### src/rtl/rr_arb_pkg.sv
// Shared types and helpers for the four-requester round-robin arbiter.
// Holds the state encoding and the rotate-priority search used by the picker.
package rr_arb_pkg;

    localparam int NUM_REQ = 4;

    typedef enum logic [0:0] {
        ST_IDLE  = 1'b0,
        ST_GRANT = 1'b1
    } arb_state_t;

    // Search req starting at ptr, wrapping mod 4; returns {found, idx}.
    function automatic logic [2:0] rr_pick(input logic [NUM_REQ-1:0] req_v,
                                           input logic [1:0]         ptr_v);
        logic       found_v;
        logic [1:0] idx_v;
        logic [1:0] cand_v;
        found_v = 1'b0;
        idx_v   = 2'd0;
        cand_v  = 2'd0;
        for (int i = 0; i < NUM_REQ; i++) begin
            cand_v = ptr_v + 2'(i);
            if (!found_v && req_v[cand_v]) begin
                found_v = 1'b1;
                idx_v   = cand_v;
            end
        end
        return {found_v, idx_v};
    endfunction

    function automatic logic [NUM_REQ-1:0] onehot4(input logic [1:0] idx_v);
        return 4'b0001 << idx_v;
    endfunction

endpackage

### src/rtl/rr_mux4_arbiter_pick4.sv
// Combinational rotate-priority encoder: the first set request at or after ptr wins.
module rr_mux4_arbiter_pick4
    import rr_arb_pkg::*;
(
    input  logic [NUM_REQ-1:0] req,
    input  logic [1:0]         ptr,
    output logic               found,
    output logic [1:0]         idx
);

    logic [2:0] pick_s;

    // Rotate-priority search over the four request bits
    always_comb begin
        pick_s = 3'b000;
        pick_s = rr_pick(req, ptr);
        found  = pick_s[2];
        idx    = pick_s[1:0];
    end

endmodule

### src/rtl/rr_mux4_arbiter.sv
// Round-robin arbiter owning the select of a shared 4:1 data lane.
// Grants one requester for up to BURST_LEN accepted beats, then rotates priority.
module rr_mux4_arbiter
    import rr_arb_pkg::*;
#(
    parameter int DATA_W    = 1,
    parameter int BURST_LEN = 4
) (
    input  logic                        clk,
    input  logic                        rst_n,
    input  logic [NUM_REQ-1:0]          req,
    input  logic [NUM_REQ*DATA_W-1:0]   data_in,
    input  logic                        out_ready,
    output logic [1:0]                  sel,
    output logic [NUM_REQ-1:0]          grant,
    output logic [NUM_REQ-1:0]          ack,
    output logic                        out_valid,
    output logic [DATA_W-1:0]           out_data,
    output logic                        busy
);

    localparam int CNT_W = (BURST_LEN > 1) ? $clog2(BURST_LEN) : 1;
    localparam logic [CNT_W-1:0] LAST_BEAT = CNT_W'(BURST_LEN - 1);

    arb_state_t          state_r;
    logic [1:0]          sel_r;
    logic [NUM_REQ-1:0]  grant_r;
    logic                busy_r;
    logic [1:0]          ptr_r;
    logic [CNT_W-1:0]    beat_cnt_r;

    logic [1:0]          pick_ptr_s;
    logic                pick_found_s;
    logic [1:0]          pick_idx_s;
    logic                valid_s;
    logic                accept_s;
    logic                release_s;

    // In GRANT the search is only consumed at release, where priority starts after sel
    always_comb begin
        pick_ptr_s = ptr_r;
        if (state_r == ST_GRANT) begin
            pick_ptr_s = sel_r + 2'd1;
        end else begin
            pick_ptr_s = ptr_r;
        end
    end

    rr_mux4_arbiter_pick4 u_pick (
        .req   (req),
        .ptr   (pick_ptr_s),
        .found (pick_found_s),
        .idx   (pick_idx_s)
    );

    // Handshake, release decision and output lane steering
    always_comb begin
        valid_s   = 1'b0;
        accept_s  = 1'b0;
        release_s = 1'b0;
        if (state_r == ST_GRANT) begin
            valid_s   = req[sel_r];
            accept_s  = req[sel_r] & out_ready;
            release_s = (accept_s && (beat_cnt_r == LAST_BEAT)) || !req[sel_r];
        end else begin
            valid_s   = 1'b0;
            accept_s  = 1'b0;
            release_s = 1'b0;
        end
        out_valid = valid_s;
        out_data  = data_in[sel_r*DATA_W +: DATA_W];
        if (accept_s) begin
            ack = grant_r;
        end else begin
            ack = {NUM_REQ{1'b0}};
        end
    end

    // Arbitration FSM with burst counter; release reloads in the same edge so back-to-back grants have no bubble
    always_ff @(posedge clk or negedge rst_n) begin
        if (!rst_n) begin
            state_r    <= ST_IDLE;
            sel_r      <= 2'd0;
            grant_r    <= {NUM_REQ{1'b0}};
            busy_r     <= 1'b0;
            ptr_r      <= 2'd0;
            beat_cnt_r <= {CNT_W{1'b0}};
        end else begin
            case (state_r)
                ST_IDLE: begin
                    if (pick_found_s) begin
                        state_r    <= ST_GRANT;
                        sel_r      <= pick_idx_s;
                        grant_r    <= onehot4(pick_idx_s);
                        busy_r     <= 1'b1;
                        beat_cnt_r <= {CNT_W{1'b0}};
                    end else begin
                        state_r    <= ST_IDLE;
                        grant_r    <= {NUM_REQ{1'b0}};
                        busy_r     <= 1'b0;
                    end
                end
                ST_GRANT: begin
                    if (release_s) begin
                        ptr_r      <= pick_ptr_s;
                        beat_cnt_r <= {CNT_W{1'b0}};
                        if (pick_found_s) begin
                            state_r <= ST_GRANT;
                            sel_r   <= pick_idx_s;
                            grant_r <= onehot4(pick_idx_s);
                            busy_r  <= 1'b1;
                        end else begin
                            state_r <= ST_IDLE;
                            grant_r <= {NUM_REQ{1'b0}};
                            busy_r  <= 1'b0;
                        end
                    end else if (accept_s) begin
                        beat_cnt_r <= beat_cnt_r + CNT_W'(1);
                    end else begin
                        beat_cnt_r <= beat_cnt_r;
                    end
                end
                default: begin
                    state_r    <= ST_IDLE;
                    grant_r    <= {NUM_REQ{1'b0}};
                    busy_r     <= 1'b0;
                    beat_cnt_r <= {CNT_W{1'b0}};
                end
            endcase
        end
    end

    assign sel   = sel_r;
    assign grant = grant_r;
    assign busy  = busy_r;

endmodule
### config.mk
export PLATFORM = sky130hd
export DESIGN_NAME = rr_mux4_arbiter
export DESIGN_NICKNAME = d
export VERILOG_FILES = /design/src/rtl/rr_arb_pkg.sv /design/src/rtl/rr_mux4_arbiter_pick4.sv /design/src/rtl/rr_mux4_arbiter.sv
export SDC_FILE = /design/constraint.sdc
export NUM_CORES = 1
export LEC_CHECK = 0
export CAP_MARGIN = 40
export CORE_UTILIZATION = 45
export DETAILED_ROUTE_END_ITERATION = 8
export MAX_ROUTING_LAYER = met4
export PLACE_DENSITY_LB_ADDON = 0.25
export SYNTH_ARGS = -nofsm -noshare
export SYNTH_HDL_FRONTEND = slang
export SYNTH_SLANG_ARGS = --single-unit
### constraint.sdc
create_clock -name clk -period 3.3 [get_ports clk]
set_input_delay 0.33 -clock clk [delete_from_list [all_inputs] [get_ports clk]]
set_output_delay 0.33 -clock clk [all_outputs]
set_load 0.02 [all_outputs]
* Yosys cells after proc, flatten, opt, wreduce, memory -nomap -nowiden
Cells that the tools add are included.
Word-level totals: bits in registers 12, logic and storage cells 73, input bits 11, output and inout port bits 13
Cells by class: shift-type cells 2, reduce and logical (&&, ||, !) cells 11, mux-type cells 38, equal/unequal tests 4, magnitude comparators 5, bitwise operators 2, add/subtract/negate cells 5
Operators with widths (count):
- 2-bit 2-to-1 mux | 10
- 2-bit by 3-bit less-than comparator with 1-bit output (second input constant) | 5
- 1-bit 2-to-1 mux | 15
- 4-bit 2-to-1 mux | 3
- 1-bit binary-select mux with 2-bit select | 5
- 2-bit case mux with 2 select lines | 2
- 4-bit case mux with 2 select lines | 1
- 2-bit by 1-bit adder with 2-bit output (second input constant) | 3
- 2-bit adder (second input constant) | 2
- 1-bit logical AND | 4
- 1-bit zero test | 4
- 1-bit case mux with 2 select lines | 2
- 2-bit AND reduction | 2
- 4-bit by 3-bit variable part select with 1-bit output | 1
- 1-bit by 2-bit left shift with 4-bit output (first input constant) | 1
- 3-bit by 1-bit inequality test with 1-bit output (second input constant) | 1
- 2-bit == test (second input constant) | 1
- 2-bit by 1-bit inequality test with 1-bit output (second input constant) | 1
- 2-bit inequality test (second input constant) | 1
- 1-bit AND | 1
- 1-bit logical OR | 1
- 1-bit inverter | 1

* Depth between registers and ports, before layout
Gate-level depths: netlist of the first run.
depth in word-level cells 18, depth in mapped cells 7, depth with buffers taken out 5

* By module
Synthesis of the first run repeated with hierarchy kept, for this count alone.
Unflattened totals: cell total of the unflattened synthesis 74, area total of the unflattened synthesis 743.2 µm²
Modules (own cells, without submodules):
- rr_mux4_arbiter | area each 665.6 µm², cells each 59, sequential area each 300.3 µm², times used 1
- rr_mux4_arbiter_pick4 | area each 77.6 µm², cells each 15, sequential area each 0.0 µm², times used 1

* Worst setup path before layout of the first run
OpenSTA, ideal clock, no wires.
path type register -> output, start point reg sel_r[1] (netlist: sel[1]), end point out ack[0], data required time 2.970 ns, arrival time 1.747 ns, slack 1.223 ns, buffers on the path 2, cell stages (with the launch flop) 6, cell sequence dfrtp_1 > buf_2 > mux4_2 > and2_1 > buf_2 > and3_1
On the way: word-level cells in the longest chain between the ends 5
Ends and longest elaborated chain:
- start, declared | RTL line rr_mux4_arbiter.sv:26 | logic [1:0] sel_r;
- start signal, assigned | RTL line rr_mux4_arbiter.sv:93 | sel_r <= pick_idx_s;
- start signal, assigned | RTL line rr_mux4_arbiter.sv:109 | sel_r <= pick_idx_s;
- 1-bit binary-select mux with 2-bit select | RTL line rr_mux4_arbiter.sv:63 | accept_s = req[sel_r] & out_ready;
- 1-bit 2-to-1 mux (implied by the code) | RTL line rr_mux4_arbiter.sv:63
- 1-bit AND | RTL line rr_mux4_arbiter.sv:63
- 1-bit 2-to-1 mux | RTL line rr_mux4_arbiter.sv:61 | if (state_r == ST_GRANT) begin
- 4-bit 2-to-1 mux | RTL line rr_mux4_arbiter.sv:72 | if (accept_s) begin
- end, declared | RTL line rr_mux4_arbiter.sv:16 | output logic [NUM_REQ-1:0] ack,
No other way between the ends. The select of a mux whose other input is x is not followed.

* Worst setup path in the final report of the first run
start point reg sel_r[1] (netlist: sel[1]), end point out ack[3]
The elaborated chain is that of the path after synthesis.

==> impl_metrics.toml, run 1 <==
[clock_network]
numClockSinks = 12
cts_made_buffers = 3
cts_resized = 0
hold_buffers = 0
cts_max_level = 1
clockRootBuffer = "clkbuf_4"
cts_tree = "built"
path_clk_slew_ns = 0.07
clk_latency_ns = 0.27
clk_path_buf_depth = 2
post-cts-setup-buffers = 0

[setup_path]
r2r_start = "state_r"
worstSetupPathType = "reg -> out"
cp.arrival_ns = 2.33
crit_fanout = 7
cp-startpoint = "sel[1]"
end_kind = "output port"
r2r_cells = 5
crit_required_ns = 2.97
startpoint_type = "register"

[grt]
grt_pass1_vias = 623
grt_pass1_wl_um = 2891
grt_util_met3_pct = 3.830
grtUsageMet1_pct = 27.67
grtUsageMet2_pct = 34.24
grt_max_degree = 15
grt.busiest_layer = "met2"
antenna_found_initial = 0
grt_usage_pct = 21.64
grt_overflow = 0

[layout]
drive_gt1_share_pct = 8.911
area_growth_pct = 33.22
final_cell_count_no_fill = 117
num_antenna_cells = 0
nets = 115
nFillCells = 139

[synthesis]
synth.largest_area_cell = "dfrtp_1"
synth.distinct_cells = 35
synthMostInstantiatedCell = "dfrtp_1"
synth.top_cell.area_share_pct = 39.67
ys.warnings.count = 0
yosysSeqAreaShare_pct = 39.67
netlist_area_um2 = 757.0
async_flop_share_pct = 100.0
syn-num-nets = 91
yosys_most_used_dff = "dfrtp_1"
syn_inst = 79
synthTopCellsByCount = "dfrtp_1, nand2_1, and3_1, nor2_1"
avgSynthCellArea_um2 = 9.582
ys_seq_elements = 12
synth_edf_count = 0
ys_top_cells_by_area = "dfrtp_1, nand2_1, and3_1"

[timing]
tns_ns = 0
slew_headroom_pct = 63.43
hold_viol_final = 0
worst_slack_ns = 0.6408
slew_violations = 0
setup_violations = 0
worstMarginPinSlew_ns = 0.5469
finClkSkew_ns = 0.003582
whs_ns = 0.4139
finalCritPeriodShare_pct = 80.58
min_period_ns = 2.659
rsz0062_at_grt = "no"
max_freq_ghz = 0.3761

[placement]
port-buffer-count = 23
place_hpwl_um = 1343
dp_cells = 114
place_congestion = 0.8922
post-place-ws_ns = 0.6485

[power]
switchingPower_w = 0.0003551
power.leakage_nw = 0.4371
pwr-share-clk_pct = 10.5
seqPwrFrac_pct = 32.2
powerDensity_nw_per_um2 = 840.1
p_int_w = 0.0004922
netSwitchingFraction_pct = 41.91
combinationalPowerShare_pct = 57.3
ir_drop_mv = 0.4759

[floorplanning]
die_area_um2 = 1850
core_area_um2 = 1541
num_rows = 14
die_w_um = 43.02
fp.dieH_um = 43.02
boundaryPins = 24
start_util_pct = 49.11

[drt]
drt-pass1-iter-count = 4
antenna_left = 0
viasPerCell = 5.880
via_count = 688
drt-initial-drc-count = 12
wl_per_cell_um = 14.62
drt-total-wl_um = 1711
drt_drc_violations_left = 0

[hold_path]
hold_path_class = "in -> async"

[run]
drv_cap = 0

[status]
status = "finished, final reports clean"
[state kept, by name, summed over array words and instances, names as in the netlist]
name,cells
beat_cnt_r,2
busy,1
grant,4
ptr_r,2
sel,2
state_r,1
[layout by cell type, fill, tap and decap left out, types with 2 or more instances in the layout]
cell / n
mux2i_1: 2
and3_1: 5
inv_1: 2
a311oi_1: 2
nor3_1: 3
nand2_1: 10
clkbuf_4: 3
o31ai_1: 4
o21a_1: 2
mux2_2: 2
dfrtp_1: 12
o21ai_0: 4
a21oi_1: 3
clkdlybuf4s50_1: 23
nor2_1: 5
[power groups by stage]
stage,Clock [W],Sequential (W),Combinational [W]
6_report,0.0000890,0.000273,0.000485
2_1_floorplan,0,0.000288,0.000308
4_1_cts,0.0000906,0.000275,0.000490
3_5_place_dp,0,0.000277,0.000489
5_1_grt,0.000100,0.000282,0.000528
3_3_place_gp,0,0.000274,0.000476
[cells by family after synthesis]
family / share of synthesized area [%]
compound gates: 16.20
fa+ha+maj: 1.653
flops: 39.67
buf+inv: 3.802
mux: 12.07
simple gates: 25.46
xor+xnor: 1.157
[worst paths after layout]
| kind | endpoint | slack (ns) |
|---|---|---|
| max | ack[3] | 0.64 |
| min | sel[0] | 0.41 |
| max reg2reg | grant[2] | 1.39 |
| min reg2reg | busy | 0.50 |
| max in group asynchronous | grant[2] | 2.52 |
| min in group clk | busy | 0.50 |
[cell type report]
cell class	count	area (um^2)	area share, %
timing repair buffer	23	230.2	22.83
clock buffer	3	22.52	2.233
tap	16	20.02	1.985
inverter	2	7.507	0.7444
multi-input combinational	61	427.9	42.43
sequential	12	300.3	29.78
[through the flow]
stage                power, W  area (um^2)  utilization (%)
floorplan           0.0005964        757.0                -
global placement    0.0007506        985.9            63.96
detailed placement  0.0007657        985.9            63.96
CTS                 0.0008549         1008            65.42
global route        0.0009098         1008            65.42
finish              0.0008472         1008            65.42
[metal layers]
layer | share of wire (%) | vias to the layer above
met2 | 49 | 26
li1 | - | 339
met4 | 0.41 | 0
met5 | 0 | -
met1 | 44 | 321
met3 | 6.4 | 2
[critical path: stages, from the launching register on]
cell	delay [ns]
dfrtp_1	0.51
mux4_2	0.58
and2_1	0.23
and3_1	0.20
clkdlybuf4s50_1	0.53
Power figures use the tool's default switching activity.
==> inputs of run 2 (changes only) <==
- CORE_UTILIZATION: 45 -> 40
- clock period: 3.3 -> 2.3 ns (I/O delays scaled with it)
==> impl_metrics.toml, run 2 (synthesis gave the netlist of run 1 again) <==
[timing]
hold_viol_final = 0
setup_violations = 0
worstMarginPinSlew_ns = 0.5318
max_freq_ghz = 0.4560
slew_headroom_pct = 64.44
finalCritPeriodShare_pct = 95.36
rsz0062_at_grt = "no"
min_period_ns = 2.193
slew_violations = 0
finClkSkew_ns = 0.01108
whs_ns = 0.2924

[grt]
antenna_found_initial = 0
grt_pass1_wl_um = 2856
grt_max_degree = 15
grt_pass1_vias = 636
grt_overflow = 0
grt_usage_pct = 20.22

[power]
powerDensity_nw_per_um2 = 1205
switchingPower_w = 0.0005289
ir_drop_mv = 0.6869
netSwitchingFraction_pct = 40.32
finalPower_w = 0.001312
p_int_w = 0.0007829
power.leakage_nw = 0.5008
combinationalPowerShare_pct = 58.6
seqPwrFrac_pct = 28.7
pwr-share-clk_pct = 12.7

[floorplanning]
boundaryPins = 24
core_area_um2 = 1745
die_area_um2 = 2070
start_util_pct = 43.37
num_rows = 15
fp.dieH_um = 45.50
die_w_um = 45.50

[setup_path]
worstSetupPathType = "reg -> out"
crit_required_ns = 2.07
startpoint_type = "register"
r2r_setup_slack_ns = 0.47
r2r_cells = 6
r2r_start = "sel[1]"
crit_fanout = 6
end_kind = "output port"
cp.arrival_ns = 1.96
cp-startpoint = "sel[1]"
rr_endpoint = "grant[2]"

[status]
status = "finished, final reports clean"

[placement]
place_hpwl_um = 1402
placed_area_um2 = 1057
port-buffer-count = 23
dp_cells = 131
place_congestion = 0.8270

[hold_path]
hold_path_class = "in -> async"

[clock_network]
numClockSinks = 12
clk_path_buf_depth = 2
cts_made_buffers = 3
hold_buffers = 0
path_clk_slew_ns = 0.08
cts_tree = "built"
clk_latency_ns = 0.28
cts_max_level = 1
clockRootBuffer = "clkbuf_4"

[layout]
drive_gt1_share_pct = 16.36
fin_area_um2 = 1089
area_growth_pct = 43.80
nets = 123
largest_reg_flops = 4
num_antenna_cells = 0
final_common_cell = "clkdlybuf4s50_1"
final_cell_mix = "clkdlybuf4s50_1, dfrtp_1, nand2_1, buf_4"
final_cell_count_no_fill = 135

[drt]
drt_drc_violations_left = 0
antenna_left = 0
via_count = 745
drt-pass1-iter-count = 4
drt-initial-drc-count = 21
wl_per_cell_um = 13.05
viasPerCell = 5.519
drt-total-wl_um = 1762

[run]
drv_cap = 0
## run 2: how the worst max path moves through the flow
stage                end  slack (ns)  cells past startpoint
2_1_floorplan     ack[0]        0.32                      5
3_3_place_gp      ack[0]        0.02                      5
3_5_place_dp      ack[0]       -0.02                      5
4_1_cts        out_valid        0.09                      3
5_1_grt        out_valid        0.02                      3
6_report       out_valid        0.11                      3
## run 2: worst max-delay path: stages, from the launching register on
cell and delay (ns):
dfrtp_1 0.39, mux4_2 0.52, and2_1 0.22, clkdlybuf4s50_1 0.55
## run 2: metrics by stage
stage	util [%]	setup WS [ns]	TNS [ns]
final	62.37	0.1068	0
after detailed placement	60.57	-0.02245	-0.05769
after CTS	62.37	0.09060	0
after global placement	60.57	0.02292	0
after floorplan	-	0.3231	0
after global routing	62.37	0.02254	0
## run 2: power groups by stage
stage | combinational [W] | clock, W | sequential, W
finish | 0.000769 | 0.000166 | 0.000376
global route | 0.000836 | 0.000181 | 0.000391
CTS | 0.000772 | 0.000172 | 0.000375
detailed placement | 0.000777 | 0 | 0.000381
global placement | 0.000761 | 0 | 0.000377
floorplan | 0.000442 | 0 | 0.000414
## run 2: routing by layer
metal	track usage (%)	wire length, um	up-vias	share of wire (%)
li1	-	-	354	-
met1	24.00	778	355	44
met2	32.29	852	32	48
met3	5.952	107	4	6.1
met4	7.273	24	0	1.4
met5	-	0	-	0
## run 2: timing repair
item / 4_1_cts / 5_1_grt
setup buffers: 0 / 0
resized for setup: 4 / 0
hold endpoints to repair: 0 / 0
endpoints found under the setup margin: 4 / 0
## run 2: layout make-up
class | instances | area, um^2
fillers | 159 | 656.9
flip-flops and latches | 12 | 300.3
repair buffers | 31 | 285.3
well taps | 25 | 31.28
inverters | 2 | 7.507
multi-input cells | 61 | 427.9
clock buffers | 4 | 36.28
==> inputs of run 3 (changes only) <==
- CAP_MARGIN: 40 -> 20
- CORE_UTILIZATION: 40 -> 44
- clock period: 2.3 -> 2.4 ns (I/O delays scaled with it)
==> impl_metrics.toml, run 3 (synthesis gave the netlist of run 1 again) <==
[floorplanning]
start_util_pct = 48.56
die_w_um = 43.48
die_area_um2 = 1890
core_area_um2 = 1559
num_rows = 14
boundaryPins = 24
fp.dieH_um = 43.48

[clock_network]
numClockSinks = 12
clk_latency_ns = 0.27
cts_made_buffers = 3
hold_buffers = 0
cts_tree = "built"
clockRootBuffer = "clkbuf_4"
post-cts-setup-buffers = 0
cts_resized = 4
path_clk_slew_ns = 0.08
cts_max_level = 1
clk_path_buf_depth = 2

[layout]
num_antenna_cells = 0
drive_gt1_share_pct = 16.36
largest_reg_flops = 4
nets = 123
area_growth_pct = 42.31
fin_area_um2 = 1077
final_common_cell = "clkdlybuf4s50_1"
final_cell_mix = "clkdlybuf4s50_1, dfrtp_1, nand2_1, buf_4"
final_util_pct = 69.10

[drt]
drt-total-wl_um = 1788
viasPerCell = 5.802
drt-pass1-iter-count = 6
wl_per_cell_um = 14.19
drt_drc_violations_left = 2
antenna_left = 0
via_count = 731
drt-initial-drc-count = 15

[grt]
antenna_found_initial = 0
grt_max_degree = 15
grt_pass1_vias = 686
grt_pass1_wl_um = 3077
grt_usage_pct = 22.91
grt_overflow = 0

[timing]
whs_ns = 0.3174
max_freq_ghz = 0.4484
worstMarginPinSlew_ns = 0.5468
min_period_ns = 2.230
slew_violations = 0
finClkSkew_ns = 0.003156
worst_slack_ns = 0.1696
finalCritPeriodShare_pct = 92.93
setup_violations = 0
slew_headroom_pct = 63.43
tns_ns = 0
rsz0062_at_grt = "no"
hold_viol_final = 0

[power]
switchingPower_w = 0.0005117
netSwitchingFraction_pct = 40.52
combinationalPowerShare_pct = 60.1
power.leakage_nw = 0.5009
ir_drop_mv = 0.6461
pwr-share-clk_pct = 12.6
powerDensity_nw_per_um2 = 1172
seqPwrFrac_pct = 27.3
p_int_w = 0.0007511

[placement]
place_congestion = 0.8873
place_hpwl_um = 1421
placed_area_um2 = 1046
post-place-ws_ns = 0.006081
port-buffer-count = 23

[setup_path]
crit_required_ns = 2.16
r2r_setup_slack_ns = 0.59
rr_endpoint = "grant[2]"
r2r_start = "sel[1]"
end_kind = "output port"
startpoint_type = "register"
cp.arrival_ns = 1.99
r2r_cells = 6
crit_fanout = 6
worstSetupPathType = "reg -> out"

[run]
drv_cap = 0

[status]
violations = "design-rule violations"
status = "finished, violations left"

[hold_path]
hold_path_class = "in -> async"
-- run 3: cell counts in the layout (fill, tap and decap cells not counted) --
No cell type changed its count.
-- run 3: area by class of cell --
| cell class | count | area [um^2] |
|---|---|---|
| clock buffers | 4 | 36.28 |
| fillers | 130 | 481.7 |
| inverters | 2 | 7.507 |
| multi-input cells | 61 | 427.9 |
| flip-flops and latches | 12 | 300.3 |
| well taps | 16 | 20.02 |
| repair buffers | 31 | 285.3 |
-- run 3: worst max-delay path by stage --
stage / from / to / depth (start not counted)
final: sel[1] / out_valid / 3
after global placement: req[3] / ack[2] / 5
after CTS: sel[1] / out_valid / 3
after global routing: sel[1] / out_valid / 3
after floorplan: sel[1] / ack[0] / 5
after detailed placement: req[3] / ack[2] / 5
-- run 3: stage by stage --
stage / cells / total power [W]
after floorplan: 79 / 0.0008200
after global placement: 122 / 0.001095
after detailed placement: 122 / 0.001115
after CTS: 126 / 0.001271
after global routing: 126 / 0.001363
final: 126 / 0.001263
-- run 3: power groups by stage --
| stage | clock (W) | combinational [W] | sequential, W |
|---|---|---|---|
| 2_1_floorplan | 0 | 0.000424 | 0.000396 |
| 3_3_place_gp | 0 | 0.000750 | 0.000345 |
| 3_5_place_dp | 0 | 0.000766 | 0.000349 |
| 4_1_cts | 0.000163 | 0.000763 | 0.000345 |
| 5_1_grt | 0.000175 | 0.000830 | 0.000358 |
| 6_report | 0.000159 | 0.000758 | 0.000345 |
-- run 3: worst max-delay path: stages, from the launching register on --
cell,delay (ns)
dfrtp_1,0.37
mux4_2,0.54
and2_1,0.25
clkdlybuf4s50_1,0.56
-- run 3: routing by layer --
layer  wire, um  share of wire, %  track usage [%]  vias to the layer above
li1           -                 -                -                      357
met1        849                47            30.54                      352
met2        837                47            33.64                       18
met3         67               3.7            5.000                        4
met4         34               1.9            10.00                        0
met5          0                 0                -                        -
